[src/rtl/ctrl_mc.sv]
// Multi-cycle RV32I control FSM: fetch/decode/exec/mem/wb sequencing with a memory-wait watchdog.
// Optional M-extension sequencing (MULDIV state) is enabled by defining CTRL_MC_MULDIV_EN.
module ctrl_mc #(
   parameter int TIMEOUT_W = 4
) (
   input  logic       clk,
   input  logic       rst,
   input  logic [4:0] opcode,
   input  logic [2:0] func3,
   input  logic [6:0] func7,
   input  logic       b,
   input  logic       mem_rdy,
   input  logic       muldiv_done,
   output logic       ir_we,
   output logic       pc_we,
   output logic       reg_wr,
   output logic       mem_req,
   output logic       we,
   output logic       muldiv_start,
   output logic       trap,
   output logic [1:0] pc_sel,
   output logic [2:0] imm_type,
   output logic [3:0] alu_op,
   output logic       alu1_sel,
   output logic       alu2_sel,
   output logic [1:0] rd_sel,
   output logic       mem_sel,
   output logic [2:0] state
);

   typedef enum logic [2:0] {
      S_FETCH  = 3'd0,
      S_DECODE = 3'd1,
      S_EXEC   = 3'd2,
      S_MEM    = 3'd3,
      S_WB     = 3'd4,
      S_TRAP   = 3'd5,
      S_MULDIV = 3'd6
   } state_t;

   localparam logic [4:0] OPC_OP     = 5'b01100;
   localparam logic [4:0] OPC_OPIMM  = 5'b00100;
   localparam logic [4:0] OPC_LUI    = 5'b01101;
   localparam logic [4:0] OPC_AUIPC  = 5'b00101;
   localparam logic [4:0] OPC_JAL    = 5'b11011;
   localparam logic [4:0] OPC_JALR   = 5'b11001;
   localparam logic [4:0] OPC_BRANCH = 5'b11000;
   localparam logic [4:0] OPC_LOAD   = 5'b00000;
   localparam logic [4:0] OPC_STORE  = 5'b01000;
   localparam logic [6:0] F7_ALT     = 7'b0100000;
   localparam logic [6:0] F7_MULDIV  = 7'b0000001;

   // Last count before the watchdog fires: the wait cycle that would bring it to 2^W-1.
   localparam logic [TIMEOUT_W-1:0] WD_LAST = TIMEOUT_W'((1 << TIMEOUT_W) - 2);

   state_t               st;
   logic [TIMEOUT_W-1:0] wd;

   logic is_op, is_opimm, is_lui, is_auipc, is_jal, is_jalr, is_branch, is_load, is_store;
   logic is_md, legal, wd_last;
   logic [3:0] dec_alu;
   logic [2:0] dec_imm;
   logic [1:0] dec_rd;

   assign is_op     = (opcode == OPC_OP);
   assign is_opimm  = (opcode == OPC_OPIMM);
   assign is_lui    = (opcode == OPC_LUI);
   assign is_auipc  = (opcode == OPC_AUIPC);
   assign is_jal    = (opcode == OPC_JAL);
   assign is_jalr   = (opcode == OPC_JALR);
   assign is_branch = (opcode == OPC_BRANCH);
   assign is_load   = (opcode == OPC_LOAD);
   assign is_store  = (opcode == OPC_STORE);

`ifdef CTRL_MC_MULDIV_EN
   assign is_md = is_op && (func7 == F7_MULDIV);
   assign legal = is_op | is_opimm | is_lui | is_auipc | is_jal | is_jalr |
                  is_branch | is_load | is_store;
`else
   assign is_md = 1'b0;
   assign legal = (is_op && (func7 != F7_MULDIV)) | is_opimm | is_lui | is_auipc |
                  is_jal | is_jalr | is_branch | is_load | is_store;
`endif

   assign wd_last = !mem_rdy && (wd == WD_LAST);

   always_comb begin
      dec_alu = 4'b0000;
      if (is_op || is_opimm) begin
         case (func3)
            3'b000:  dec_alu = (is_op && func7 == F7_ALT) ? 4'b0001 : 4'b0000;
            3'b100:  dec_alu = 4'b0010;
            3'b001:  dec_alu = 4'b0101;
            3'b101:  dec_alu = (func7 == F7_ALT) ? 4'b0111 : 4'b0110;
            3'b010:  dec_alu = 4'b1000;
            default: dec_alu = 4'b0000;
         endcase
      end
   end

   always_comb begin
      case (opcode)
         OPC_OPIMM, OPC_LOAD, OPC_JALR: dec_imm = 3'b100;
         OPC_STORE:                     dec_imm = 3'b011;
         OPC_LUI, OPC_AUIPC:            dec_imm = 3'b001;
         OPC_BRANCH:                    dec_imm = 3'b101;
         OPC_JAL:                       dec_imm = 3'b010;
         default:                       dec_imm = 3'b000;
      endcase
   end

   assign dec_rd = is_md              ? 2'b11 :
                   is_load            ? 2'b01 :
                   (is_jal | is_jalr) ? 2'b10 : 2'b00;

`ifdef CTRL_MC_MULDIV_EN
   logic md_start;
`endif

   always_ff @(posedge clk) begin
      if (rst) begin
         st <= S_FETCH;
         wd <= '0;
`ifdef CTRL_MC_MULDIV_EN
         md_start <= 1'b0;
`endif
      end else begin
`ifdef CTRL_MC_MULDIV_EN
         md_start <= 1'b0;
`endif
         case (st)
            S_FETCH: begin
               if (mem_rdy)      st <= S_DECODE;
               else if (wd_last) st <= S_TRAP;
            end
            S_DECODE: st <= legal ? S_EXEC : S_TRAP;
            S_EXEC: begin
               if (is_load || is_store) st <= S_MEM;
               else if (is_branch)      st <= S_FETCH;
`ifdef CTRL_MC_MULDIV_EN
               else if (is_md) begin
                  st       <= S_MULDIV;
                  md_start <= 1'b1;
               end
`endif
               else                     st <= S_WB;
            end
            S_MEM: begin
               if (mem_rdy)      st <= is_load ? S_WB : S_FETCH;
               else if (wd_last) st <= S_TRAP;
            end
            S_WB:   st <= S_FETCH;
            S_TRAP: st <= S_TRAP;
`ifdef CTRL_MC_MULDIV_EN
            S_MULDIV: if (muldiv_done) st <= S_WB;
`endif
            default: st <= S_TRAP;
         endcase
         // Count only uninterrupted waits; any exit from FETCH/MEM leaves it cleared.
         if ((st == S_FETCH || st == S_MEM) && !mem_rdy && !wd_last) wd <= wd + TIMEOUT_W'(1);
         else                                                        wd <= '0;
      end
   end

`ifdef CTRL_MC_MULDIV_EN
   assign muldiv_start = md_start & ~rst;
`else
   logic unused_md;
   assign unused_md    = muldiv_done;
   assign muldiv_start = 1'b0;
`endif

   always_comb begin
      ir_we    = 1'b0;
      pc_we    = 1'b0;
      reg_wr   = 1'b0;
      mem_req  = 1'b0;
      we       = 1'b0;
      trap     = 1'b0;
      mem_sel  = 1'b0;
      pc_sel   = is_jal ? 2'b01 : (is_jalr ? 2'b10 : 2'b00);
      rd_sel   = dec_rd;
      imm_type = dec_imm;
      alu_op   = dec_alu;
      alu1_sel = is_jal | is_auipc | is_branch;
      alu2_sel = !(is_op | is_branch);
      case (st)
         S_FETCH: begin
            mem_req = 1'b1;
            ir_we   = mem_rdy;
         end
         S_EXEC: if (is_branch) begin
            pc_we  = 1'b1;
            pc_sel = b ? 2'b01 : 2'b00;
         end
         S_MEM: begin
            mem_req = 1'b1;
            mem_sel = 1'b1;
            we      = is_store;
            if (mem_rdy && is_store) begin
               pc_we  = 1'b1;
               pc_sel = 2'b00;
            end
         end
         S_WB: begin
            reg_wr = 1'b1;
            pc_we  = 1'b1;
         end
         S_TRAP:  trap = 1'b1;
         default: ;
      endcase
      if (rst) begin
         ir_we    = 1'b0;
         pc_we    = 1'b0;
         reg_wr   = 1'b0;
         mem_req  = 1'b0;
         we       = 1'b0;
         trap     = 1'b0;
         mem_sel  = 1'b0;
         pc_sel   = 2'b00;
         rd_sel   = 2'b00;
         imm_type = 3'b000;
         alu_op   = 4'b0000;
         alu1_sel = 1'b0;
         alu2_sel = 1'b0;
      end
   end

   assign state = st;

endmodule

[config.mk]
export PLATFORM = sky130hd
export DESIGN_NAME = ctrl_mc
export DESIGN_NICKNAME = d
export VERILOG_FILES = /design/src/rtl/ctrl_mc.sv
export SDC_FILE = /design/constraint.sdc
export NUM_CORES = 1
export LEC_CHECK = 0
export CAP_MARGIN = 40
export CORE_MARGIN = 2
export CORE_UTILIZATION = 35
export DETAILED_ROUTE_END_ITERATION = 12
export MAX_ROUTING_LAYER = met4
export PLACE_DENSITY = 0.73
export SYNTH_ARGS = -nofsm -noshare
export SYNTH_HDL_FRONTEND = slang
export SYNTH_SLANG_ARGS = --single-unit
[constraint.sdc]
create_clock -name clk -period 1.5 [get_ports clk]
set_clock_uncertainty 0.05 [all_clocks]
set_input_delay 0.225 -clock clk [delete_from_list [all_inputs] [get_ports clk]]
set_output_delay 0.225 -clock clk [all_outputs]
set_load 0.05 [all_outputs]
==> run summary, run 1 <==
Unique masters post-synth -> 48
Clk root buf -> clkbuf_4
Share of the synthesized area in the top cell type -> 0.1707
Syn Area/Cell -> 7.264 sq um
#FFs+latches synth -> 7
Async S/R FF share, synth -> 0
DP Cell Count -> 208
Row cnt -> 17
Leading area contributor after synthesis -> dfxtp_1
Cts hold-fix bufs -> 0
Synth Instances -> 113
Largest net degree at the start of global routing -> 9
# IOs -> 44
Post-Synthesis Net Count -> 135
Synth Cell Area -> 820.8 sq um
Seq/Total Area, Yosys -> 0.1707
Post-synth EDFFs -> 0
Synth top area cells -> dfxtp_1 (17%), nor3_1 (6.1%), nor2_1 (5.9%), a21oi_1 (3.7%), nor4b_2 (3.7%)
PortBufs -> 41
Synth Warn # -> 0
Status -> aborted with a tool error
Ys flop type -> dfxtp_1
H-tree levels -> 1
Starting Density -> 0.3710
Horiz. Die Dim -> 52.43 um
Final Wtd Congestion -> 0.9079
First Error -> [ERROR DPL-0038] Utilization greater than 100%, impossible to legalize
Clock Path Buffers -> 2
Number of buffers created by CTS -> 3
Worst endpoint type -> primary output
Clock sinks -> 7
Worst_ep grt -> we
Detailed Place HPWL -> 2.669 mm
Fail Step -> global routing (5_1_grt)
Die height -> 52.43 um
## synth_stat cells, types with 3 or more instances
library cell	n
xor2_1	3
a21oi_1	6
and2_1	4
a31oi_1	3
nor3_1	10
nor2_1	13
nor4_1	3
nor2b_1	3
dfxtp_1	7
nand2_1	6
nand2b_1	3
nor3b_1	3
## what timing repair did
item,CTS
resized for setup,73
endpoints found under the hold margin,0
pin swaps,26
setup buffers,14
endpoints found under the setup margin,23
## stage by stage
step	cell area (sq um)	hold WS (ns)	setup WS [ns]
after CTS	2125	0.2651	-0.1217
after global placement	1909	0.3890	-0.5201
after detailed placement	1909	0.4122	-0.5366
after floorplan	1044	0.3748	-0.3655
## cell families after synthesis
family                     count (synthesis)  synth area share
and+or+nand+nor                           65            0.4726
AOI/OAI and AO/OA                         22            0.1875
buffers and inverters                      9           0.05335
DFF                                        7            0.1707
xor gates and xnor gates                   4           0.04269
muxes                                      3           0.03811
adders and majority gates                  2           0.03048
other                                      1          0.004569
==> run 2, diff against run 1 <==
Settings changed: CORE_UTILIZATION 35 to 20, MAX_ROUTING_LAYER met4 to not set, PLACE_DENSITY 0.73 to not set, PLACE_DENSITY_LB_ADDON set to 0.15.
==> run 2 against run 1 <==
The flow now finishes, with violations (setup timing). Synthesized cell count unchanged. Area after synthesis is the same.
==> run summary, run 2 <==
Antenna violations before repair -> 0
Post-route DRC -> 0
H-tree levels -> 1 (unchanged)
Clock Path Buffers -> 2 (unchanged)
Setup crit end kind -> primary output
Async S/R FF share, synth -> 0 (unchanged)
Total wire length -> 3.543 mm
Row cnt -> 23 (+6)
Largest reg by FF count -> wd
Final Worst Setup Slack -> -0.1290 ns
Slowest stage cell, crit path -> dfxtp_4
Slowest stage delay, CP -> 0.36 ns
Wirelength per Cell -> 14.34 um
Post-synth top cells -> nor2_1 (13), nor3_1 (10), dfxtp_1 (7), a21oi_1 (6), nand2_1 (6)
Hold_sp -> wd[0]$_SDFF_PP0_
RSZ-0062 raised after global routing -> yes
Fin Hold WS -> 0.4080 ns
CP arrival -> 1.35 ns
Status -> complete, but fails checks
Seq/Total Area, Yosys -> 0.1707 (unchanged)
Non-Filler Instances -> 247
Synth Instances -> 113 (unchanged)
First-pass DRT Iterations -> 3
GRT Total Usage -> 0.1592
Share of the synthesized area in the top cell type -> 0.1707 (unchanged)
Synth Warn # -> 0 (unchanged)
CP Launch Type -> flip-flop
Most frequent cells in the layout -> buf_4 (40), buf_12 (23), buf_6 (7)
Post-Synthesis Net Count -> 135 (unchanged)
GR Overflow Total -> 0
Clock sinks -> 7 (unchanged)
Critical path class -> reg -> out
First-pass GRT wire length -> 5.630 mm
Vias -> 1,185
Horiz. Die Dim -> 68.06 um (+30%)
Synth Cell Area -> 820.8 sq um (unchanged)
CORE AREA -> 3971 sq um
Power per standard cell area -> 470.2 nW/um^2
Vias in the first global route -> 1,241
Net count, final -> 220
Tot Pwr -> 1.037 mW
Worst Path Buf+Inv -> 1
Final Wtd Congestion -> 0.7886 (-13%)
Unique masters post-synth -> 48 (unchanged)
Area grow syn2layout -> 168.6%
Worst Path Max Fanout -> 4
Post-synth EDFFs -> 0 (unchanged)
CTS tree -> done
1st-iter DRT viols -> 24
Count leader, synth -> nor2_1
Failing checks -> setup timing
Top delay family on crit path -> simple AND/OR/NAND/NOR gates
Diode count -> 0
Worst VDD drop -> 0.5955 mV
Die height -> 68.06 um (+30%)
Largest net degree at the start of global routing -> 11
Critical Path Start -> state[2]$_SDFF_PP0_
Multi-input gate area -> 947.2 sq um
DP Cell Count -> 234 (+13%)
Number of vias per cell -> 4.798
Starting Density -> 0.2067 (-0.1644)
Clk root buf -> clkbuf_8
FF-to-FF Start -> wd[0]$_SDFF_PP0_
Min-Delay Path Class -> reg -> reg
Fmax -> 613.9 MHz
Commonest non-fill, non-tap cell in the layout -> buf_4
Final Max Slew Viols -> 0
Die area -> 4632 sq um
Cts hold-fix bufs -> 0 (unchanged)
Layout cells sized above 1 -> 0.6802
ANT nets after route -> 0
Final setup fails -> 11
Max reg flops -> 4
# IOs -> 44 (unchanged)
Worst EP required -> 1.22 ns
#FFs+latches synth -> 7 (unchanged)
CP cell instances -> nand2b_4 -> nor3b_4 -> a21oi_2 -> nor3_4 -> buf_12
Final Hold Viols -> 0
PortBufs -> 41 (unchanged)
Synth top area cells -> dfxtp_1 (17%), nor3_1 (6.1%), nor2_1 (5.9%), a21oi_1 (3.7%), nor4b_2 (3.7%)
FILL cells -> 372
Clk Latency, worst-skew pair -> 0.22 ns
Pleak -> 0.9002 nW
Post-layout min period -> 1.629 ns
Detailed Place HPWL -> 2.587 mm (-3.1%)
Number of buffers created by CTS -> 3 (unchanged)
Sequential cell area -> 151.4 sq um
Syn Area/Cell -> 7.264 sq um (unchanged)
Crit share post-route -> 1.086
Ys flop type -> dfxtp_1
Max-Cap Viols -> 0
Leading area contributor after synthesis -> dfxtp_1
CTS clock-pin slew for the worst setup and hold paths -> 0.04 ns
==> run 2: cell counts after synthesis <==
Identical to the previous run, type by type.
==> run 2: layout make-up <==
class / count / area share
sequential: 7 / 0.06867
tap: 50 / 0.02838
multi-input combinational: 97 / 0.4296
inverter: 2 / 0.004540
timing repair buffer: 87 / 0.4484
clock buffer: 4 / 0.02043
==> run 2: logic make-up after synthesis <==
kind of cell	share of synthesized area
AOI/OAI and AO/OA	0.1875
adders and majority gates	0.03048
and+or+nand+nor	0.4726
other	0.004569
buffers and inverters	0.05335
muxes	0.03811
DFF	0.1707
xor gates and xnor gates	0.04269
==> run 2: where the power goes <==
part	leakage, nW	total, mW	internal [mW]	switching, mW
Sequential	0.0591	0.216	0.196	0.0200
Clock	0.0228	0.256	0.183	0.0729
Combinational	0.818	0.564	0.285	0.279
==> run 2: per-layer routing <==
| metal | vias up | track usage | routed length, um |
|---|---|---|---|
| met3 | 8 | 0.02467 | 205 |
| li1 | 582 | - | - |
| met5 | - | 0 | 0 |
| met1 | 559 | 0.1863 | 1384 |
| met2 | 36 | 0.2925 | 1881 |
| met4 | 0 | 0.05250 | 72 |
==> run 2: stage by stage <==
| stage | utilization | worst slack [ns] | TNS (ns) | cell area, sq um |
|---|---|---|---|---|
| 3_5_place_dp | 0.4953 | -0.6356 | -9.506 | 1967 |
| 3_3_place_gp | 0.4953 | -0.6055 | -9.120 | 1967 |
| 2_1_floorplan | - | -0.3655 | -1.212 | 1044 |
| 6_report | 0.5551 | -0.1290 | -0.8070 | 2205 |
| 4_1_cts | 0.5451 | -0.1488 | -1.072 | 2165 |
| 5_1_grt | 0.5551 | -0.1798 | -1.495 | 2205 |
==> run 2: repair_timing <==
| action | in CTS | in global routing |
|---|---|---|
| pin swaps | 24 | 17 |
| buffers inserted | 8 | 3 |
| resized for setup | 67 | 16 |
| setup endpoints to repair | 23 | 23 |
==> run 2: worst paths after layout <==
path / to / slack, ns / cells after the start
hold / removal: wd[0]$_SDFF_PP0_ / 0.41 / 1
setup / recovery: pc_sel[0] / -0.13 / 5
hold reg to reg: wd[0]$_SDFF_PP0_ / 0.41 / 1
setup reg to reg: state[1]$_SDFF_PP0_ / 0.05 / 6
Power figures use the tool's default switching activity.
